===== src/rtl/pid_axis_scheduler_if.sv =====
// Handshake bundle between the axis scheduler (master) and the shared PID compute unit (slave).
interface pid_axis_scheduler_if;
  logic       pid_req;
  logic [1:0] pid_axis;
  logic [7:0] pid_desired;
  logic [7:0] pid_current;
  logic       pid_ack;
  logic [7:0] pid_result;

  modport master (
    output pid_req,
    output pid_axis,
    output pid_desired,
    output pid_current,
    input  pid_ack,
    input  pid_result
  );

  modport slave (
    input  pid_req,
    input  pid_axis,
    input  pid_desired,
    input  pid_current,
    output pid_ack,
    output pid_result
  );
endinterface


===== src/rtl/pid_axis_scheduler.sv =====
// Time-shares one PID unit across N_AXES servo axes, one pass per sample tick.
// Build macro PID_SCHED_SAFE_CENTER_EN: a timed-out axis is driven to centre instead of holding.
//
// state | meaning
// IDLE  | waiting for the sample tick
// REQ   | pid_req high for axis_q, waiting for ack or timeout
// STORE | servo_pos[axis_q] written, servo_valid pulse, advance or finish
module pid_axis_scheduler #(
  parameter int N_AXES   = 3,
  parameter int TICK_DIV = 50000,
  parameter int TIMEOUT  = 255
) (
  input  logic                 clk,
  input  logic                 rst_n,
  input  logic                 enable,
  input  logic [8*N_AXES-1:0]  desired_pos,
  input  logic [8*N_AXES-1:0]  current_pos,
  pid_axis_scheduler_if.master pid,
  output logic [8*N_AXES-1:0]  servo_pos,
  output logic [N_AXES-1:0]    servo_valid,
  output logic [N_AXES-1:0]    axis_fault,
  output logic                 overrun,
  output logic                 busy
);

  localparam int TICK_W = (TICK_DIV > 2) ? $clog2(TICK_DIV) : 1;
  localparam int WAIT_W = (TIMEOUT > 1) ? $clog2(TIMEOUT + 1) : 1;
  localparam logic [TICK_W-1:0] TICK_LAST = TICK_W'(TICK_DIV - 1);
  localparam logic [WAIT_W-1:0] WAIT_LAST = WAIT_W'(TIMEOUT);
  localparam logic [1:0]        AXIS_LAST = 2'(N_AXES - 1);
  localparam logic [7:0]        CENTER    = 8'd90;

  typedef enum logic [1:0] {
    IDLE  = 2'd0,
    REQ   = 2'd1,
    STORE = 2'd2
  } state_t;

  state_t              state_q, state_d;
  logic [TICK_W-1:0]   tick_cnt;
  logic                tick;
  logic [1:0]          axis_q, axis_d;
  logic [WAIT_W-1:0]   wait_q, wait_d;
  logic                load_req;
  logic                take_ack;
  logic                time_out;
  logic [7:0]          desired_q;
  logic [7:0]          current_q;
  logic [8*N_AXES-1:0] servo_q;
  logic [N_AXES-1:0]   axis_fault_q;
  logic                overrun_q;

  // Result is widened to 10 bits so 90 + (-128..127) cannot wrap before clamping.
  function automatic logic [7:0] sat_servo(input logic [7:0] res);
    logic signed [9:0] sum;
    sum = 10'sd90 + $signed({{2{res[7]}}, res});
    if (sum[9])
      return 8'd0;
    else if (sum > 10'sd180)
      return 8'd180;
    else
      return sum[7:0];
  endfunction

  always_ff @(posedge clk or negedge rst_n) begin
    if (!rst_n)
      tick_cnt <= '0;
    else if (!enable)
      tick_cnt <= '0;
    else if (tick_cnt == TICK_LAST)
      tick_cnt <= '0;
    else
      tick_cnt <= tick_cnt + 1'b1;
  end

  assign tick = enable && (tick_cnt == TICK_LAST);

  always_ff @(posedge clk or negedge rst_n) begin
    if (!rst_n)
      state_q <= IDLE;
    else
      state_q <= state_d;
  end

  always_comb begin
    state_d  = state_q;
    axis_d   = axis_q;
    wait_d   = wait_q;
    load_req = 1'b0;
    take_ack = 1'b0;
    time_out = 1'b0;
    unique case (state_q)
      IDLE: begin
        if (tick) begin
          state_d  = REQ;
          axis_d   = '0;
          wait_d   = '0;
          load_req = 1'b1;
        end
      end
      REQ: begin
        // An ack on the last allowed cycle wins over the timeout.
        if (pid.pid_ack) begin
          state_d  = STORE;
          take_ack = 1'b1;
        end else if (wait_q == WAIT_LAST) begin
          state_d  = STORE;
          time_out = 1'b1;
        end else begin
          wait_d = wait_q + 1'b1;
        end
      end
      STORE: begin
        if (axis_q == AXIS_LAST) begin
          state_d = IDLE;
        end else begin
          state_d  = REQ;
          axis_d   = axis_q + 2'd1;
          wait_d   = '0;
          load_req = 1'b1;
        end
      end
      default: state_d = IDLE;
    endcase
  end

  always_ff @(posedge clk or negedge rst_n) begin
    if (!rst_n) begin
      axis_q       <= '0;
      wait_q       <= '0;
      desired_q    <= '0;
      current_q    <= '0;
      servo_q      <= {N_AXES{CENTER}};
      axis_fault_q <= '0;
      overrun_q    <= 1'b0;
    end else begin
      axis_q <= axis_d;
      wait_q <= wait_d;
      if (load_req) begin
        desired_q <= desired_pos[{axis_d, 3'b000} +: 8];
        current_q <= current_pos[{axis_d, 3'b000} +: 8];
      end
      // Servo is written on the edge entering STORE so it is valid with the pulse.
      if (take_ack)
        servo_q[{axis_q, 3'b000} +: 8] <= sat_servo(pid.pid_result);
      if (time_out) begin
        axis_fault_q[axis_q] <= 1'b1;
`ifdef PID_SCHED_SAFE_CENTER_EN
        servo_q[{axis_q, 3'b000} +: 8] <= CENTER;
`else
        servo_q[{axis_q, 3'b000} +: 8] <= servo_q[{axis_q, 3'b000} +: 8];
`endif
      end
      if (tick && (state_q != IDLE))
        overrun_q <= 1'b1;
    end
  end

  always_comb begin
    servo_valid = '0;
    if (state_q == STORE)
      servo_valid[axis_q] = 1'b1;
  end

  assign pid.pid_req     = (state_q == REQ);
  assign pid.pid_axis    = axis_q;
  assign pid.pid_desired = desired_q;
  assign pid.pid_current = current_q;
  assign servo_pos       = servo_q;
  assign axis_fault      = axis_fault_q;
  assign overrun         = overrun_q;
  assign busy            = (state_q != IDLE);

endmodule


===== src/flat_wrapper.sv =====
// flat-port wrapper written by rule: the top's interface ports become plain ports
module pid_axis_scheduler_flat 
#(
  parameter int N_AXES   = 3,
  parameter int TICK_DIV = 50000,
  parameter int TIMEOUT  = 255
)
  (clk, rst_n, enable, desired_pos, current_pos, servo_pos, servo_valid, axis_fault, overrun, busy, pid_pid_req, pid_pid_axis, pid_pid_desired, pid_pid_current, pid_pid_ack, pid_pid_result);
  pid_axis_scheduler_if pid_i ();
  input  logic clk;
  input  logic rst_n;
  input  logic enable;
  input  logic [8*N_AXES-1:0] desired_pos;
  input  logic [8*N_AXES-1:0] current_pos;
  output logic [8*N_AXES-1:0] servo_pos;
  output logic [N_AXES-1:0] servo_valid;
  output logic [N_AXES-1:0] axis_fault;
  output logic overrun;
  output logic busy;
  output wire logic [$bits(pid_i.pid_req)-1:0] pid_pid_req;
  output wire logic [$bits(pid_i.pid_axis)-1:0] pid_pid_axis;
  output wire logic [$bits(pid_i.pid_desired)-1:0] pid_pid_desired;
  output wire logic [$bits(pid_i.pid_current)-1:0] pid_pid_current;
  input wire logic [$bits(pid_i.pid_ack)-1:0] pid_pid_ack;
  input wire logic [$bits(pid_i.pid_result)-1:0] pid_pid_result;
  assign pid_pid_req = pid_i.pid_req;
  assign pid_pid_axis = pid_i.pid_axis;
  assign pid_pid_desired = pid_i.pid_desired;
  assign pid_pid_current = pid_i.pid_current;
  assign pid_i.pid_ack = pid_pid_ack;
  assign pid_i.pid_result = pid_pid_result;
  pid_axis_scheduler #(.N_AXES(N_AXES), .TICK_DIV(TICK_DIV), .TIMEOUT(TIMEOUT)) u_core (.clk(clk), .rst_n(rst_n), .enable(enable), .desired_pos(desired_pos), .current_pos(current_pos), .pid(pid_i), .servo_pos(servo_pos), .servo_valid(servo_valid), .axis_fault(axis_fault), .overrun(overrun), .busy(busy));
endmodule

===== config.mk =====
export PLATFORM = sky130hd
export DESIGN_NAME = pid_axis_scheduler_flat
export DESIGN_NICKNAME = d
export VERILOG_FILES = /design/src/rtl/pid_axis_scheduler_if.sv /design/src/rtl/pid_axis_scheduler.sv /design/src/flat_wrapper.sv
export SDC_FILE = /design/constraint.sdc
export NUM_CORES = 1
export LEC_CHECK = 0
export BUFFER_PORTS_ARGS = -buffer_cell sky130_fd_sc_hd__buf_4
export CORE_UTILIZATION = 40
export DETAILED_ROUTE_END_ITERATION = 10
export PLACE_DENSITY = 0.74
export SYNTH_ARGS = -nofsm -noshare
export SYNTH_HDL_FRONTEND = slang
export SYNTH_SLANG_ARGS = --single-unit

===== constraint.sdc =====
create_clock -name clk -period 2.7 [get_ports clk]
set_input_delay 0 -clock clk [delete_from_list [all_inputs] [get_ports clk]]
set_output_delay 0 -clock clk [all_outputs]
set_load 0.005 [all_outputs]

* Yosys cells after proc, flatten, opt, wreduce, memory -nomap -nowiden *
Index checks and enable logic that the tools add are counted.

operators by class
  $add $sub $neg = 5
  $mul = 0
  divide/modulo/power cells = 0
  order comparisons = 3
  equality and inequality tests = 10
  shift operators = 6
  multiplexer cells = 33
  bitwise logic cells = 1
  reduce and logical (&&, ||, !) cells = 8

operators by type and width
  cell                      number
  $shiftx A24 B6 Y8         3
  $mux W8                   7
  $bwmux W24                2
  $mux W24                  2
  $shiftx A8 B7 Y24         2
  $mux W16                  2
  $pmux W8 S3               1
  $shift A8 B7 Y24 const A  1
  $add A16 B1 Y16 const B   1
  $eq A16 B16 Y1 const B    1
  $gt A10 B9 Y1 const B     1
  $mux W2                   5
  $add A8 B8 Y9 const A     1
  $mux W1                   9
  $add A8 B1 Y8 const B     1
  $eq A8 B8 Y1 const B      1
  $neg A5 Y7                1
  $ne A2 B2 Y1 const B      3
  $pmux W2 S3               1
  $reduce_and A5 Y1         1
  $eq A2 B2 Y1 const B      2
  $pmux W2 S2               1
  $logic_and A1 B1 Y1       3
  $lt A2 B3 Y1 const B      1
  13 further kinds          13

word-level totals
  flip-flop bits (word level) = 72
  bits in latches = 0
  bits in writable memories = 0
  bits in read-only memories = 0
  input bits = 60
  word-level logic and storage cells = 75
  memories = 0

* Depth between registers and ports, before layout *
  depth in word-level cells = 10
  gate-level depth with buffers = 9
  gate-level depth less buffers = 7

* Worst setup path after synthesis *
No wires, ideal clock.

  path type = flip-flop to flip-flop
  start = register u_core.axis_q[0], in the netlist u_core.pid.pid_axis[0]
  end = register u_core.current_q[0], in the netlist u_core.pid.pid_current[0]
  setup time = 0.132 ns
  arrival time = 2.186 ns
  data required time = 2.568 ns
  path slack = 0.382 ns
  stages on the path, launching flop included = 9
  clock period less this slack = 2.318 ns
  cells stage by stage = dfrtp_1 clkbuf_1 inv_1 ha_1 a22o_1 a21oi_4 buf_12 mux2i_1 o21ai_1

between the ends
  word-level cells in the longest chain between the ends = 4
  elaborated cells on any way between the ends = 8

RTL lines
  what                                                  line                                                  text
  start, declared                                       pid_axis_scheduler.sv:42                              logic [1:0] axis_q, axis_d;
  start signal, assigned                                pid_axis_scheduler.sv:137                             axis_q <= axis_d;
  $add A2 B1 Y2 / $eq A2 B2 Y1 (equally long branches)  pid_axis_scheduler.sv:118, pid_axis_scheduler.sv:114
  $mux W2                                               pid_axis_scheduler.sv:114                             if (axis_q == AXIS_LAST) begin
  $pmux W2 S2                                           pid_axis_scheduler.sv:92                              unique case (state_q)
  $shiftx A24 B6 Y8                                     pid_axis_scheduler.sv:141                             current_q <= current_pos[{axis_d, 3'b000} +: 8];
  end signal, assigned                                  pid_axis_scheduler.sv:141
  end, declared                                         pid_axis_scheduler.sv:48                              logic [7:0] current_q;

Parallel ways exist; a longest one is shown, timed or not.
A chain may end at the register's enable or synchronous reset.

* Final worst setup path *
  start = register u_core.axis_q[0], in the netlist u_core.pid.pid_axis[0]
  end = register u_core.desired_q[0], in the netlist u_core.pid.pid_desired[0]

between the ends
  word-level cells in the longest chain between the ends = 4
  elaborated cells on any way between the ends = 8

RTL lines
  what                                                  line                                                  text
  $add A2 B1 Y2 / $eq A2 B2 Y1 (equally long branches)  pid_axis_scheduler.sv:118, pid_axis_scheduler.sv:114
  $mux W2                                               pid_axis_scheduler.sv:114
  $pmux W2 S2                                           pid_axis_scheduler.sv:92
  $shiftx A24 B6 Y8                                     pid_axis_scheduler.sv:140                             desired_q <= desired_pos[{axis_d, 3'b000} +: 8];
  end signal, assigned                                  pid_axis_scheduler.sv:140
  end, declared                                         pid_axis_scheduler.sv:47                              logic [7:0] desired_q;

Parallel ways exist; a longest one is shown, timed or not.

==> qor.txt <==
Vias in the first global route -> 3745
Worst vdd ir -> 0.000180 V
Total Nets Final -> 628
Startpoint class of the critical path -> flop
HP Class -> in -> reg
CTS buffer count -> 9
Critical Path Sink Type -> flop
DR WL/cell -> 16.5 µm
Fin util -> 57.0%
Final Instance Area -> 5620 µm²
Worst-Margin Slew -> 0.891 ns
Fin. Hold Viols -> 0
IO Pins -> 111
Seq/Total Area, Yosys -> 44.4%
Crit Path Class -> reg -> reg
Comb power frac -> 11.3%
Reg2Reg Depth -> 8
Min Tclk post-route -> 2.57 ns
Pwr/cell area -> 394 nW/µm²
NetSw -> 0.529 mW
Syn Inst Count -> 410
Core area -> 9860 µm²
Total power -> 2.21 mW
Die width -> 103 µm
Clock tree buffer depth -> 2
Die height -> 103 µm
First-pass GRT wire length -> 18.3 mm
Setup violations, final -> 0
WHS -> 0.120 ns
Highest routed layer -> met4
Sink Count -> 72
Yosys warns -> 0
Synth Register Bits -> 72
Synth Area per Inst -> 9.98 µm²
Cell accounting for the most synthesized area -> dfrtp_1
Area of the die -> 10600 µm²
Post-DP Area -> 5050 µm²
Synthesized area -> 4090 µm²
DRC viols -> 0
Max stage delay on crit path -> 0.59 ns
Multi-input logic area -> 2160 µm²
Fin worst setup slack -> 0.134 ns
Antenna-violating nets left -> 0
Synth unique cells -> 65
Tcrit/Tclk final -> 95.0%
Worst Setup SP -> u_core.pid.pid_axis[0]
H-tree levels -> 3
Buf/Inv on CP -> 3
Grt total ovfl -> 0
Pleak -> 2.63 nW
Reg clk slew, reported paths -> 0.08 ns
Ant. Diodes -> 0
Critical path data arrival time -> 2.80 ns
DR WL met3 -> 872 µm
Fmax achieved -> 390 MHz
Sequential share of power -> 50.0%
Register Area -> 1820 µm²
Crit path to -> u_core.pid.pid_desired[0]
Pre-Repair DR Iteration Count -> 5
Synthesis-to-finish area growth -> 37.4%
Via density -> 5.65
Clock share of power -> 38.7%
Met1 Routed Length -> 4.74 mm
Later-pin clock latency in the skew report -> 0.35 ns
Skew final -> 0.0151 ns
Sw frac -> 23.9%
PortBufs -> 110
Worst r2r src -> u_core.pid.pid_axis[0]
Post-DP HPWL -> 8.15 mm
Share of cells above drive strength 1 -> 28.5%
Number of DRC markers in iteration 0 -> 260
Max_slew headroom -> 40.6%
Pint -> 1.69 mW
Main flop type after synthesis -> dfrtp_1
Total number of vias -> 3935
Final Max Slew Viols -> 0
DR WL met2 -> 5.60 mm
Mapped Nets -> 479
Min-delay src -> pid_pid_result[7]
Top cell type's share of synthesized area -> 36.7%
EDFF count, synth -> 0
Worst path top cell family by delay -> buffers and inverters
R2R Setup Slk -> 0.13 ns
GPL Wtd Cong -> 0.873
Initial Util -> 41.5%
R2R Path End -> u_core.pid.pid_desired[0]
# rows -> 36
Ys async rst share -> 100%
Worst EP required -> 2.93 ns
Initial antenna violation count -> 0
Levels on crit path -> 8
Pre-CTS setup slack -> 0.489 ns
Critical path peak fanout -> 17
Max_cap viols -> 0
Largest cells by area after synthesis -> dfrtp_1 37%, dfstp_2 7.7%, mux2i_1 5.6%, a22oi_1 3.5%, nor2_1 3.4%
Gr usage total -> 22.6%
Worst path slowest cell -> dlygate4sd3_1
CP cell instances -> inv_1, ha_1, a22o_1, a21oi_4, buf_6, mux2i_1, o21ai_0, dlygate4sd3_1
Root buf cell -> clkbuf_8
WL final -> 11.5 mm
Status -> finished, final reports clean
CTS tree -> yes
Fill cells -> 838
Largest net degree at the start of global routing -> 73
## power by group through the flow
stage                     clock network (mW)  registers [mW]  logic (mW)
after floorplan                            0            1.13      0.0746
after global placement                     0            1.13       0.202
after detailed placement                   0            1.13       0.208
after CTS                              0.870            1.11       0.248
after global routing                   0.924            1.11       0.272
final                                  0.857            1.11       0.250
## worst min-delay path: stages
cell and delay [ns]:
buf_4 0.14, nand2_1 0.13, nand2_1 0.08, o2bb2ai_1 0.07
## per-layer routing
layer / up-vias / global-route usage (%)
met4: 0 / 9.75
met2: 167 / 35.7
met1: 1908 / 29.1
met3: 25 / 6.24
li1: 1835 / -
met5: - / 0
## cells in the final DEF, fill, tap and decap left out, types with 10 or more instances in the layout
master,Yosys,layout
buf_4,1,115
o21ai_0,22,22
dfrtp_1,60,60
a21oi_1,17,17
mux2i_1,23,23
clkbuf_8,0,10
o21ai_1,12,12
nand4_1,10,10
dlygate4sd3_1,0,37
dfstp_2,12,12
nand2_1,24,24
a22oi_1,19,19
xor2_1,12,12
nand3_1,13,13
nor2_1,37,37
## flip-flops by register name (all words and copies together) (netlist names)
signal                  cells
u_core.wait_q               8
u_core.state_q              2
u_core.pid.pid_current      8
u_core.overrun              1
u_core.tick_cnt            16
u_core.axis_fault           3
u_core.pid.pid_desired      8
u_core.servo_pos           24
u_core.pid.pid_axis         2
## per-stage QoR
| step | TNS [ns] | cells |
|---|---|---|
| 4_1_cts | 0 | 697 |
| 3_3_place_gp | 0 | 644 |
| 3_5_place_dp | 0 | 644 |
| 6_report | 0 | 697 |
| 2_1_floorplan | 0 | 410 |
| 5_1_grt | -0.00225 | 697 |
## cell type report
class                           count  share of cell area, %
Sequential cell                    72                   32.3
Inverter                            9                  0.601
Clock buffer                       11                   2.52
Timing Repair Buffer              153                   22.2
Multi-Input combinational cell    314                   38.4
Clock inverter                      5                   1.00
Tap cell                          133                   2.96
## synthesized netlist by cell type, types with 6 or more instances
| library cell | instances |
|---|---|
| nand3_1 | 13 |
| nand2_1 | 24 |
| o31ai_1 | 7 |
| nor3_1 | 6 |
| nor2_1 | 37 |
| and3_1 | 9 |
| and2_1 | 7 |
| nor2b_1 | 6 |
| xnor2_1 | 8 |
| xor2_1 | 12 |
| dfstp_2 | 12 |
| mux2i_1 | 23 |
| buf_2 | 8 |
| inv_1 | 9 |
| ha_1 | 9 |
| dfrtp_1 | 60 |
| a21oi_1 | 17 |
| o21ai_0 | 22 |
| a22oi_1 | 19 |
| nand4_1 | 10 |
| o21ai_1 | 12 |
## worst min-delay path by stage
stage | to | slack, ns | cells after the start
global placement | u_core.tick_cnt[9] | 0.18 | 1
finish | u_core.servo_pos[13] | 0.12 | 4
floorplan | u_core.axis_fault[0] | -0.30 | 0
CTS | u_core.servo_pos[13] | 0.10 | 4
global route | u_core.servo_pos[12] | 0.17 | 3
detailed placement | u_core.tick_cnt[7] | 0.19 | 1
## timing repair
action | CTS | global route
gates resized for setup | 0 | 3
setup endpoints to repair | 0 | 16
endpoints found under the hold margin | 84 | 0
setup buffers | 0 | 0
hold buffers | 37 | 0
## cells by family (layout without fill, tap and decap cells)
family	count (synthesis)	count (layout)	share of synthesized area, %
xor+xnor	20	20	4.28
buf+inv	24	178	2.94
compound gates	121	121	20.4
fa+ha+maj	9	9	2.75
simple gates	140	140	19.3
mux	24	24	5.90
flops	72	72	44.4
(Power assumes the default switching activity.)
